<file path="config.mk">
export PLATFORM = sky130hd
export DESIGN_NAME = dco_cal_ctrl_flat
export DESIGN_NICKNAME = d
export VERILOG_FILES = /design/src/rtl/dco_cal_ctrl_if.sv /design/src/rtl/dco_cal_ctrl.sv /design/src/flat_wrapper.sv
export SDC_FILE = /design/constraint.sdc
export NUM_CORES = 1
export LEC_CHECK = 0
export ABC_AREA = 1
export CORE_MARGIN = 5
export CORE_UTILIZATION = 45
export DETAILED_ROUTE_END_ITERATION = 7
export GPL_TIMING_DRIVEN = 0
export PLACE_DENSITY = 0.68
export SYNTH_ARGS = -nofsm -noshare
export SYNTH_HDL_FRONTEND = slang
export SYNTH_SLANG_ARGS = --single-unit
</file>
<file path="constraint.sdc">
create_clock -name clk -period 8.1 [get_ports clk]
set_input_delay 1.215 -clock clk [delete_from_list [all_inputs] [get_ports clk]]
set_output_delay 1.215 -clock clk [all_outputs]
set_load 0.02 [all_outputs]
</file>
<file path="src/rtl/dco_cal_ctrl_if.sv">
// Control/DCO bundle for dco_cal_ctrl. The slave modport is the controller
// side; the master modport is the host plus the DCO model driving dco_clk.
interface dco_cal_ctrl_if #(parameter int WIN_LOG2 = 6) ();
  logic                start;
  logic [WIN_LOG2-1:0] target_cnt;
  logic [WIN_LOG2-1:0] cfg_tol;
  logic [4:0]          cfg_kdco;
  logic [4:0]          cfg_offset;
  logic                dco_clk;
  logic [4:0]          kdco;
  logic [4:0]          thresh_val;
  logic [4:0]          dco_offset;
  logic                dco_reset;
  logic                busy;
  logic                cal_done;
  logic                locked;
  logic                lost_lock;

  modport slave (
    input  start, target_cnt, cfg_tol, cfg_kdco, cfg_offset, dco_clk,
    output kdco, thresh_val, dco_offset, dco_reset, busy, cal_done, locked, lost_lock
  );

  modport master (
    output start, target_cnt, cfg_tol, cfg_kdco, cfg_offset, dco_clk,
    input  kdco, thresh_val, dco_offset, dco_reset, busy, cal_done, locked, lost_lock
  );
endinterface

</file>
<file path="src/rtl/dco_cal_ctrl.sv">
// DCO calibration and lock supervisor: 5-step SAR search of the DCO threshold
// code against a per-window edge-count target, then lock monitoring.
// Optional feature macro DCO_CAL_AUTORELOCK_EN: on loss of lock, restart the
// SAR search automatically with the latched configuration.
module dco_cal_ctrl #(
  parameter int WIN_LOG2 = 6,
  parameter int LOSS_CNT = 3
) (
  input  logic           clk,
  input  logic           rst_n,
  dco_cal_ctrl_if.slave  bus
);
  localparam int MW = $clog2(LOSS_CNT + 1);

  typedef enum logic [2:0] {IDLE, TRIAL_RST, MEAS, DECIDE, LOCK} state_t;

  state_t              state, nxt;
  logic [WIN_LOG2-1:0] win_cnt, edge_cnt, cnt_next, tgt_q, tol_q;
  logic [WIN_LOG2:0]   err;
  logic [4:0]          code, code_dec, offset_q;
  logic [2:0]          idx;
  logic [MW-1:0]       miss;
  logic d1, rise, win_last, in_tol, miss_hit, accept;
  logic cal_done_q, dco_reset_q, locked_q, lost_q;

  assign rise     = bus.dco_clk & ~d1;
  assign win_last = &win_cnt;
  // Saturating edge counter; an all-ones count reads as ">= any target".
  assign cnt_next = (&edge_cnt) ? edge_cnt : edge_cnt + WIN_LOG2'(rise);
  assign err      = (cnt_next >= tgt_q) ? ({1'b0, cnt_next} - {1'b0, tgt_q})
                                        : ({1'b0, tgt_q} - {1'b0, cnt_next});
  assign in_tol   = err <= {1'b0, tol_q};
  assign miss_hit = win_last && !in_tol && (int'(miss) + 1 >= LOSS_CNT);
  assign accept   = bus.start && (state == IDLE || state == LOCK);

  assign bus.kdco       = (state == LOCK) ? bus.cfg_kdco : 5'd0;
  assign bus.busy       = (state == TRIAL_RST) || (state == MEAS) || (state == DECIDE);
  assign bus.thresh_val = code;
  assign bus.dco_offset = offset_q;
  assign bus.dco_reset  = dco_reset_q;
  assign bus.cal_done   = cal_done_q;
  assign bus.locked     = locked_q;
  assign bus.lost_lock  = lost_q;

  // SAR step: drop the trial bit if the DCO was too slow, then arm the next bit.
  always_comb begin
    code_dec = code;
    if (edge_cnt < tgt_q) code_dec[idx] = 1'b0;
    if (idx != 3'd0) code_dec[idx - 3'd1] = 1'b1;
  end

  // Next-state logic.
  always_comb begin
    nxt = state;
    case (state)
      IDLE:      if (bus.start) nxt = TRIAL_RST;
      TRIAL_RST: nxt = MEAS;
      MEAS:      if (win_last) nxt = DECIDE;
      DECIDE:    nxt = (idx == 3'd0) ? LOCK : TRIAL_RST;
      LOCK: begin
        if (bus.start) nxt = TRIAL_RST;
`ifdef DCO_CAL_AUTORELOCK_EN
        else if (miss_hit) nxt = TRIAL_RST;
`endif
      end
      default:   nxt = IDLE;
    endcase
  end

  // State register.
  always_ff @(posedge clk or negedge rst_n) begin
    if (!rst_n) state <= IDLE;
    else        state <= nxt;
  end

  // Counters, SAR code, lock supervision and registered outputs.
  always_ff @(posedge clk or negedge rst_n) begin
    if (!rst_n) begin
      d1          <= 1'b0;
      win_cnt     <= '0;
      edge_cnt    <= '0;
      tgt_q       <= '0;
      tol_q       <= '0;
      code        <= 5'b10000;
      idx         <= 3'd4;
      miss        <= '0;
      offset_q    <= 5'd0;
      dco_reset_q <= 1'b1;
      cal_done_q  <= 1'b0;
      locked_q    <= 1'b0;
      lost_q      <= 1'b0;
    end else begin
      d1          <= (state == TRIAL_RST) ? 1'b0 : bus.dco_clk;
      dco_reset_q <= (nxt == TRIAL_RST);
      cal_done_q  <= (state == DECIDE) && (nxt == LOCK);
      offset_q    <= bus.cfg_offset;

      case (state)
        TRIAL_RST, DECIDE: begin
          win_cnt  <= '0;
          edge_cnt <= '0;
        end
        MEAS: begin
          win_cnt  <= win_cnt + 1'b1;
          edge_cnt <= cnt_next;
        end
        LOCK: begin
          win_cnt  <= win_cnt + 1'b1;
          edge_cnt <= win_last ? '0 : cnt_next;
        end
        default: ;
      endcase

      if (state == DECIDE) begin
        code <= code_dec;
        if (idx != 3'd0) idx <= idx - 3'd1;
      end

      if (state == LOCK && win_last) begin
        if (in_tol) begin
          locked_q <= 1'b1;
          miss     <= '0;
        end else if (miss_hit) begin
          locked_q <= 1'b0;
          lost_q   <= 1'b1;
`ifdef DCO_CAL_AUTORELOCK_EN
          code     <= 5'b10000;
          idx      <= 3'd4;
          miss     <= '0;
`endif
        end else begin
          miss <= miss + 1'b1;
        end
      end

      // Start acceptance wins over any window-end bookkeeping in the same cycle.
      if (accept) begin
        tgt_q    <= bus.target_cnt;
        tol_q    <= bus.cfg_tol;
        code     <= 5'b10000;
        idx      <= 3'd4;
        miss     <= '0;
        locked_q <= 1'b0;
        lost_q   <= 1'b0;
      end
    end
  end
endmodule
</file>
<file path="src/flat_wrapper.sv">
// flat-port wrapper written by rule: the top's interface ports become plain ports
module dco_cal_ctrl_flat 
#(
  parameter int WIN_LOG2 = 6,
  parameter int LOSS_CNT = 3
)
  (clk, rst_n, bus_start, bus_target_cnt, bus_cfg_tol, bus_cfg_kdco, bus_cfg_offset, bus_dco_clk, bus_kdco, bus_thresh_val, bus_dco_offset, bus_dco_reset, bus_busy, bus_cal_done, bus_locked, bus_lost_lock);
  dco_cal_ctrl_if #(.WIN_LOG2(WIN_LOG2)) bus_i ();
  input  logic clk;
  input  logic rst_n;
  input wire logic [$bits(bus_i.start)-1:0] bus_start;
  input wire logic [$bits(bus_i.target_cnt)-1:0] bus_target_cnt;
  input wire logic [$bits(bus_i.cfg_tol)-1:0] bus_cfg_tol;
  input wire logic [$bits(bus_i.cfg_kdco)-1:0] bus_cfg_kdco;
  input wire logic [$bits(bus_i.cfg_offset)-1:0] bus_cfg_offset;
  input wire logic [$bits(bus_i.dco_clk)-1:0] bus_dco_clk;
  output wire logic [$bits(bus_i.kdco)-1:0] bus_kdco;
  output wire logic [$bits(bus_i.thresh_val)-1:0] bus_thresh_val;
  output wire logic [$bits(bus_i.dco_offset)-1:0] bus_dco_offset;
  output wire logic [$bits(bus_i.dco_reset)-1:0] bus_dco_reset;
  output wire logic [$bits(bus_i.busy)-1:0] bus_busy;
  output wire logic [$bits(bus_i.cal_done)-1:0] bus_cal_done;
  output wire logic [$bits(bus_i.locked)-1:0] bus_locked;
  output wire logic [$bits(bus_i.lost_lock)-1:0] bus_lost_lock;
  assign bus_i.start = bus_start;
  assign bus_i.target_cnt = bus_target_cnt;
  assign bus_i.cfg_tol = bus_cfg_tol;
  assign bus_i.cfg_kdco = bus_cfg_kdco;
  assign bus_i.cfg_offset = bus_cfg_offset;
  assign bus_i.dco_clk = bus_dco_clk;
  assign bus_kdco = bus_i.kdco;
  assign bus_thresh_val = bus_i.thresh_val;
  assign bus_dco_offset = bus_i.dco_offset;
  assign bus_dco_reset = bus_i.dco_reset;
  assign bus_busy = bus_i.busy;
  assign bus_cal_done = bus_i.cal_done;
  assign bus_locked = bus_i.locked;
  assign bus_lost_lock = bus_i.lost_lock;
  dco_cal_ctrl #(.WIN_LOG2(WIN_LOG2), .LOSS_CNT(LOSS_CNT)) u_core (.clk(clk), .rst_n(rst_n), .bus(bus_i));
endmodule
</file>
======== Yosys cells after proc, flatten, opt, wreduce, memory -nomap -nowiden ========
Index checks and enable logic that the tools add are counted.
operators by class
  add/sub/neg operators ................... 7
  magnitude comparators ................... 8
  equal/unequal tests ..................... 8
  mux-type cells .......................... 34
  bitwise operators ....................... 5
  reductions and logical operators ........ 30
operators with widths
  operator                                               count
  >= comparator 32 x 3 -> 1 bit (second input constant)  1
  two-way mux 5 bit                                      5
  two-way mux 3 bit                                      6
  one-hot mux 6 bit (3 select lines)                     1
  subtractor 6 x 6 -> 7 bit                              2
  two-way mux 6 bit                                      2
  one-hot mux 3 bit (4 select lines)                     1
  one-hot mux 6 bit (2 select lines)                     1
  AND reduction 6 bit                                    2
  two-way mux 1 bit                                      11
  nonzero test 2 bit                                     5
  nonzero test 3 bit                                     3
  < comparator 3 x 4 -> 1 bit (second input constant)    2
  two-way mux 2 bit                                      4
  <= comparator 7 x 6 -> 1 bit                           1
  logical AND 1 bit                                      7
  two-way mux 7 bit                                      1
  adder 6 x 1 -> 6 bit                                   1
  adder 6 x 1 -> 6 bit (second input constant)           1
  demux 1 bit (select 3 bit)                             2
  equality test 3 x 1 -> 1 bit (second input constant)   2
  equality test 3 x 2 -> 1 bit (second input constant)   2
  equality test 3 bit (second input constant)            2
  >= comparator 3 x 1 -> 1 bit (second input constant)   2
  other kinds (18)                                       25
word-level totals
  bits in registers ....................... 47
  logic and storage cells ................. 106

======== Logic depth before layout (Yosys ltp) ========
  word-level depth ........................ 14
  gate-level depth with buffers ........... 32

======== Worst setup path after synthesis ========
OpenSTA, ideal clock, no wires.
  kind .................................... input to register
  from .................................... in bus_dco_clk
  to ...................................... reg u_core.miss[1]
  library setup time ...................... 117 ps
  arrival time ............................ 4273 ps
  slack ................................... 3710 ps
  cell stages on the path ................. 31
  cells stage by stage .................... inv_1 -> nor2_1 -> ha_1 -> ha_1 -> nand2_1 -> nor2_1 -> xor2_1 -> nand2_1 -> ha_1 -> buf_6 -> nand2_4 -> nand2_2 -> nand2_1 -> nand2_2 -> nor2_4 -> nand2_4 -> or2_1 -> o21ai_2 -> xnor2_1 -> inv_1 -> ha_1 -> a21oi_1 -> nand2_1 -> nand2_1 -> nand2_1 -> nand2_1 -> nand3_2 -> nand3_2 -> nand2_1 -> nand2_1 -> nand2_1
on the way
  longest elaborated chain between the ends .. 11
  elaborated cells on any way between the ends .. 16
RTL lines
  element                                            RTL line             RTL
  from (decl)                                        flat_wrapper.sv:16   input wire logic [$bits(bus_i.dco_clk)-1:0] bus_dco_clk;
  AND 1 bit *                                        dco_cal_ctrl.sv:26   assign rise = bus.dco_clk & ~d1;
  adder 6 x 1 -> 6 bit *                             dco_cal_ctrl.sv:29   assign cnt_next = (&edge_cnt) ? edge_cnt : edge_cnt + WIN_LOG2'(rise);
  two-way mux 6 bit *                                dco_cal_ctrl.sv:29
  subtractor 6 x 6 -> 7 bit (tied with other cells)  dco_cal_ctrl.sv:31   : ({1'b0, tgt_q} - {1'b0, cnt_next});
  two-way mux 7 bit *                                dco_cal_ctrl.sv:30   assign err = (cnt_next >= tgt_q) ? ({1'b0, cnt_next} - {1'b0, tgt_q})
  <= comparator 7 x 6 -> 1 bit *                     dco_cal_ctrl.sv:32   assign in_tol = err <= {1'b0, tol_q};
  zero test 1 bit                                    dco_cal_ctrl.sv:33   assign miss_hit = win_last && !in_tol && (int'(miss) + 1 >= LOSS_CNT);
  logical AND 1 bit (2 in series)                    dco_cal_ctrl.sv:33
  != test 3 x 2 -> 1 bit (no line)                   -
  AND reduction 2 bit (no line)                      -
  to (signal assigned)                               dco_cal_ctrl.sv:132  miss <= miss + 1'b1;
  to (decl)                                          dco_cal_ctrl.sv:22   logic [MW-1:0] miss;
Every way passes the cells marked *; elsewhere a longest branch is shown, timed or not. The select of a mux whose other input is x is not followed.
A chain may end at the register's enable or synchronous reset.

======== Final worst setup path ========
  from .................................... in bus_dco_clk
  to ...................................... reg u_core.miss[0]
Same word-level chain as after synthesis.

==> results.txt <==
The transition time at the pin with the least slew margin is 676 ps. The share of total power dissipated in sequential elements is 0.255. The synthesized netlist net count came out at 457.

The worst setup path is launched from an input port. The endpoint identified for the worst register-to-register timing path is u_core.miss[0]. The number of warning messages in the yosys log is 0. The number of antenna diodes in the final layout is 0. The number of sinks handled by clock tree synthesis is 47. In this run the tightest slew margin relative to its limit is 0.545. In the routed design, unresolved DRC markers number 0. The number of clock buffers added by TritonCTS is 5. Once layout is done, the placed cells without fillers occupy 0.00381 sq mm. The critical path is of the input port to register type. The number of buffers on the longest clock path is 2.

The clock group share of total power came out at 0.098. The worst voltage drop across the vdd grid came out at 0.185 mV. After technology mapping, the gate count stands at 398. The final period demand of the worst path came out at 4910 ps.

The post-detailed-placement cell area came out at 0.00372 sq mm. STA classifies the critical path endpoint as a register. The delay of the slowest cell on the worst path is 490 ps. The core area came out at 0.00679 sq mm.

The maximum number of pins on one net before global-route repair came out at 37. Once the clock tree was built, the setup fixing pass inserted 0 buffers. The die outline area is 0.00874 sq mm. The portion of the post-synthesis area used by sequential elements is 0.376. The tightest hold margin came out at 469 ps. The number of setup violations in the final report is 0.

The post-cts repair resize count came out at 0. The path class of the tightest hold or removal check is register to register. Of the cells placed in the final design, the portion with a size suffix greater than 1 is 0.0951.

Setup repair after global routing left no endpoint under its margin. The floorplan step set the die width to 93.5 microns. The total chip power is 1.46 mW. The run finished with clean final reports.

The power per unit of standard cell area is 384 mW/mm^2. The startpoint identified for the worst register-to-register timing path is u_core.d1. The depth of the CTS H-tree is 2. The placed instance count came out at 540. After global routing the overflow that remains totals 0. The number of nets in the finished design is 510. For this block, the via count after detailed routing is 2,663. The number of different library cells in the post-synthesis netlist came out at 40.

The half-perimeter wire length after detailed placement came out at 5370 microns. For this design the total switching power over the nets is 716 uW. The number of placed I/O pins came out at 46.

The total of buffers placed on input and output ports is 45. The slowest stage of the critical path is the clkdlybuf4s50_1 cell. The count of pins over their slew limit is 0. The number of antenna violations at the first check in global routing is 0. The combinational cell fraction of total power is 0.647. The number of standard cells in the final layout excluding fillers came out at 548.

Row generation in the floorplan step produced 30 rows. Counting stages on the worst path, the most repeated cell is nand2_1. The via count of the first global-routing pass came out at 2,745. The first routing iteration left 76 violations.

The global-route wire length before repair is 11,800 microns. The final number of hold-violating endpoints came out at 0. The TritonCTS clock tree is done. The maximum clock frequency is 204 MHz.

The remaining number of nets flagged by the antenna check after routing came out at 0. Of the total power, the share spent switching nets is 0.490. Of all nets on the critical path, the largest fanout is 6. The number of instances on the worst hold path is 1. The area growth from synthesis to layout is 21.4%. The number of detailed-routing iterations run before antenna repair came out at 5.

Across every metal layer, demand over resource in global routing totals 0.169. For this design, the CTS-stage hold fixing added 0 buffers. The initial cell density of the core is 0.462.

In the layout the commonest cells are nand2_1 (79), inv_1 (69), clkdlybuf4s50_1 (44), dfrtp_1 (44), nor2_1 (41). The die span in y came out at 93.5 microns. Setup slack on the worst reg-to-reg path comes out at 4250 ps. The number of filler cells placed in the layout is 626. The synthesized area per cell came out at 7.88 sq um. The leakage dissipation came out at 1.94 nW. The number of storage elements in the synthesis netlist is 47. The commonest non-fill, non-tap cell in the layout is nand2_1. The wire length after detailed routing is 6880 microns.

The worst-case reg-to-reg path depth came out at 27. Internal power comes to 744 uW. The share of the clock period used by the worst path after layout came out at 0.606. Clock-pin slew was measured on the worst setup and hold paths at 90 ps.

Clock latency on the worst-skew pair, taken at its later pin, is 300 ps. The final sum of negative setup slack is 0 ps. The buffer cell driving the clock tree root is clkbuf_8.

The final routed wire length divided by cell count came out at 12.5 microns. The routability congestion estimate from global placement came out at 0.841. The clock skew after layout is 6.44 ps. After synthesis the cells add up to 0.00314 sq mm. The source of the worst hold timing path is u_core.win_cnt[5].

The via density per instance came out at 4.86. The arrival time at the worst endpoint is 5110 ps. The max capacitance violation total came out at 0. The required time of the critical path came out at 8300 ps. The worst hold path terminates at u_core.win_cnt[5].
==> worst max path at each step <==
stage | startpoint | slack, ps | endpoint | cells after the start
2_1_floorplan | bus_dco_clk | 3710 | u_core.miss[1] | 31
3_3_place_gp | bus_dco_clk | 2900 | u_core.miss[0] | 32
3_5_place_dp | bus_dco_clk | 2850 | u_core.miss[1] | 32
4_1_cts | bus_dco_clk | 3180 | u_core.miss[0] | 32
5_1_grt | bus_dco_clk | 2760 | u_core.miss[0] | 29
6_report | bus_dco_clk | 3190 | u_core.miss[0] | 29
==> metrics by stage <==
| step | utilization | worst slack [ps] |
|---|---|---|
| after floorplan | - | 3710 |
| after global placement | 0.546 | 2900 |
| after detailed placement | 0.548 | 2850 |
| after CTS | 0.560 | 3180 |
| after global routing | 0.560 | 2760 |
| final | 0.560 | 3190 |
==> critical path: cells and delay by family <==
family          cells  cell delay [ps]
simple gates       18             1900
compound gates      2              210
fa+ha+maj           3              880
buf+inv             5              770
xor+xnor            1              130
==> power by group through the flow <==
| stage | clock, mW | sequential [mW] | combinational (mW) |
|---|---|---|---|
| 2_1_floorplan | 0 | 0.381 | 0.708 |
| 3_3_place_gp | 0 | 0.372 | 0.931 |
| 3_5_place_dp | 0 | 0.375 | 0.949 |
| 4_1_cts | 0.148 | 0.371 | 0.954 |
| 5_1_grt | 0.156 | 0.383 | 1.10 |
| 6_report | 0.143 | 0.372 | 0.945 |
==> sequential cells by signal (all words and copies together), names as in the netlist, 2 cells and up <==
register and cells:
u_core.tgt_q 6, u_core.bus.thresh_val 5, u_core.tol_q 6, u_core.idx 3
u_core.win_cnt 6, u_core.edge_cnt 6, u_core.miss 2, u_core.state 3
u_core.bus.dco_offset 5
==> synth_stat cells (all sizes together) <==
| cell | n | area [sq um] |
|---|---|---|
| xnor2 | 2 | 17.5 |
| fa | 2 | 40.0 |
| nand2 | 85 | 344 |
| ha | 31 | 388 |
| o31ai | 2 | 15.0 |
| o21a | 2 | 15.0 |
| clkbuf | 1 | 3.75 |
| a21oi | 14 | 73.8 |
| nor4 | 3 | 25.0 |
| nand3b | 3 | 22.5 |
| dfstp | 3 | 78.8 |
| o22ai | 6 | 37.5 |
| dfrtp | 44 | 1100 |
| nor3 | 4 | 25.0 |
| inv | 75 | 282 |
| nor2 | 46 | 195 |
| a22oi | 2 | 15.0 |
| nand3 | 18 | 105 |
| o21ai | 31 | 166 |
| a22o | 1 | 8.76 |
| mux2i | 1 | 10.0 |
| nand4 | 5 | 31.3 |
| and3 | 1 | 6.26 |
| a21boi | 1 | 7.51 |
| xor2 | 8 | 70.1 |
| o221ai | 1 | 8.76 |
| or2 | 1 | 6.26 |
| buf | 5 | 37.5 |
==> metal layers <==
metal,GRT usage,part of all wire,up-vias
li1,-,-,1369
met1,0.211,0.46,1214
met2,0.272,0.46,68
met5,0,0,-
met3,0.0499,0.061,12
met4,0.0684,0.021,0
==> layout make-up <==
type	instances	area, sq um	area share
multi-input cells	270	1630	0.429
plain buffers	6	41.3	0.0108
flip-flops and latches	47	1180	0.310
inverters	75	282	0.0739
clock inverters	2	12.5	0.00329
well taps	96	120	0.0315
repair buffers	46	465	0.122
clock buffers	6	72.6	0.0191
==> cell families after synthesis <==
group	Yosys count	synth area share
adder cells (fa/ha/maj)	33	0.136
multiplexers	1	0.00319
flip-flops	47	0.376
buffers and inverters	81	0.103
AO/OA/AOI/OAI	60	0.111
XOR/XNOR	10	0.0279
AND/OR/NAND/NOR	166	0.243
Note: power is estimated with default switching activity, not from simulation.
==> RTL edit: new RTL, config.mk and constraints unchanged <==
Re-encode `state_t` (5 states) as Gray code, 3 bits wide.
--- a/src/rtl/dco_cal_ctrl.sv
+++ b/src/rtl/dco_cal_ctrl.sv
@@ -12,7 +12,7 @@
 );
   localparam int MW = $clog2(LOSS_CNT + 1);
 
-  typedef enum logic [2:0] {IDLE, TRIAL_RST, MEAS, DECIDE, LOCK} state_t;
+  typedef enum logic [2:0] {IDLE = 3'b000, TRIAL_RST = 3'b001, MEAS = 3'b011, DECIDE = 3'b010, LOCK = 3'b110} state_t;
 
   state_t              state, nxt;
   logic [WIN_LOG2-1:0] win_cnt, edge_cnt, cnt_next, tgt_q, tol_q;
Function: same outputs for any inputs over 10 cycles, from zero or initial values and one cycle with rst_n low; not proved beyond that.
==> RTL edit against the unedited design <==
Wire length is essentially flat; synthesized cell count grew 0.50%; count of clock-buffer cells in the layout grew 1; final area grew 0.26%; area after synthesis is the same; sequential cell count is the same; worst setup slack lost 0.059 ns; via count grew 0.26%; hold slack gained 0.015 ns; power grew 3.0%.
==> RTL edit: results (changes against the unedited design) <==
- Outcome: completed
- Sequential area share after synthesis: 37.6% (unchanged)
- Iter 0 DRT Violations: 128 (+68%)
- Post-CTS sizing: 0 (unchanged)
- Pint: 778 uW (+4.6%)
- Static Leak: 1.94 nW (-0.38%)
- WL met3: 340 um (-19%)
- Vias in the first global route: 2647 (-3.6%)
- Initial antenna violation count: 0 (unchanged)
- Nets: 512 (+0.39%)
- R2r startpoint: u_core.d1
- Syn Area/Cell: 7.84 um2 (-0.50%)
- IO Port Bufs: 45 (unchanged)
- Placed cell count: 542 (+0.37%)
- Initial DRT Pass Iterations: 4 (-1)
- Wl on met1: 3090 um (-1.6%)
- Share of post-route cells with drive strength above 1: 7.49% (-2.0 points)
- Layout Cells excl Fill: 550 (+0.36%)
- Worst hold start: u_core.state[2]
- Max IR drop VDD: 0.000186 V (+0.24%)
- Xor/xnor share of the synthesized area: 2.23% (-0.56 points)
- Hpwl dp: 5410 um (+0.84%)
- GRT met2 Usage: 28.8% (+1.6 points)
- Leading cell types by count after synthesis: 81 x nand2_1, 70 x inv_1, 45 x nor2_1
- Routed vias/inst: 4.85 (-0.10%)
- Synth Area in Compound Gates: 13.2% (+2.1 points)
- Largest net degree at the start of global routing: 27 (-27%)
- Fillers: 628 (+0.32%)
- Met2 WL: 3370 um (+6.5%)
- Max Fanout on Critical Path: 8 (+2)
- CTS H-Tree Depth: 2 (unchanged)
- Max incr delay on CP: 0.49 ns (about the same)
- Place WS: 2.82 ns (-0.0250 ns)
- Clock Skew: 0.00707 ns (+0.000636 ns)
- Post-synth top flop: dfrtp_1
- First-pass GRT wire length: 11300 um (-3.9%)
- Data arrival time of the critical path: 5.17 ns (+0.06 ns)
- Antenna Nets Post-Route: 0 (unchanged)
- RD Place Congestion: 0.853 (+1.4%)
- Synth area leaders: dfrtp_1 35%, ha_1 12%, nand2_1 9.7%
- Met1 Use GR: 19.7% (-1.4 points)
- CTS clk-pin slew, worst paths: 0.09 ns (about the same)
- CTS root buf: clkbuf_8
- Syn nets: 459 (+0.44%)
- Worst Hold Class: reg2reg
- GRT Util Overall: 16.2% (-0.65 points)
- Total routed wirelength: 6870 um (about the same)
- M3 GR Usage: 3.70% (-1.3 points)
- Clk buf depth: 2 (unchanged)
- Slew HR: 65.7% (+11 points)
[RTL edit: critical path, delay by kind of cell]
family	cells	cell delay, ns
AND/OR/NAND/NOR	19	1.84
buffers and inverters	6	0.85
adder cells (fa/ha/maj)	3	0.77
AO/OA/AOI/OAI	3	0.31
XOR/XNOR	1	0.13
[RTL edit: cells by family (layout without fill, tap and decap cells)]
| kind of cell | count (synthesis) | count (layout) |
|---|---|---|
| DFF | 47 | 47 |
| adders and majority gates | 33 | 33 |
| muxes | 1 | 1 |
| buffers and inverters | 78 | 132 |
| and+or+nand+nor | 164 | 164 |
| AOI/OAI and AO/OA | 69 | 69 |
| xor gates and xnor gates | 8 | 8 |
[RTL edit: layout make-up]
cell class	count	area (um2)	area share, %
Inverter	71	267	6.98
Tap cell	96	120	3.15
Sequential cell	47	1180	30.9
Multi-Input combinational cell	275	1640	42.8
Clock buffer	7	86.3	2.26
Clock inverter	1	8.76	0.229
Buffer	7	55.1	1.44
Timing Repair Buffer	46	465	12.2
[RTL edit: power groups by stage]
stage / Combinational, mW / Clock [mW] / Sequential (mW)
2_1_floorplan: 0.724 / 0 / 0.394
3_3_place_gp: 0.944 / 0 / 0.382
3_5_place_dp: 0.975 / 0 / 0.384
4_1_cts: 0.980 / 0.157 / 0.381
5_1_grt: 1.12 / 0.166 / 0.392
6_report: 0.972 / 0.153 / 0.380
[RTL edit: worst paths after layout]
check | to | slack, ns | cells after the start
max | u_core.miss[0] | 3.13 | 32
min in group asynchronous | u_core.tgt_q[5] | 0.87 | 1
max reg2reg | u_core.miss[0] | 4.18 | 30
max in group asynchronous | u_core.idx[2] | 6.64 | 2
min | u_core.state[1] | 0.48 | 1
min reg2reg | u_core.state[1] | 0.48 | 1
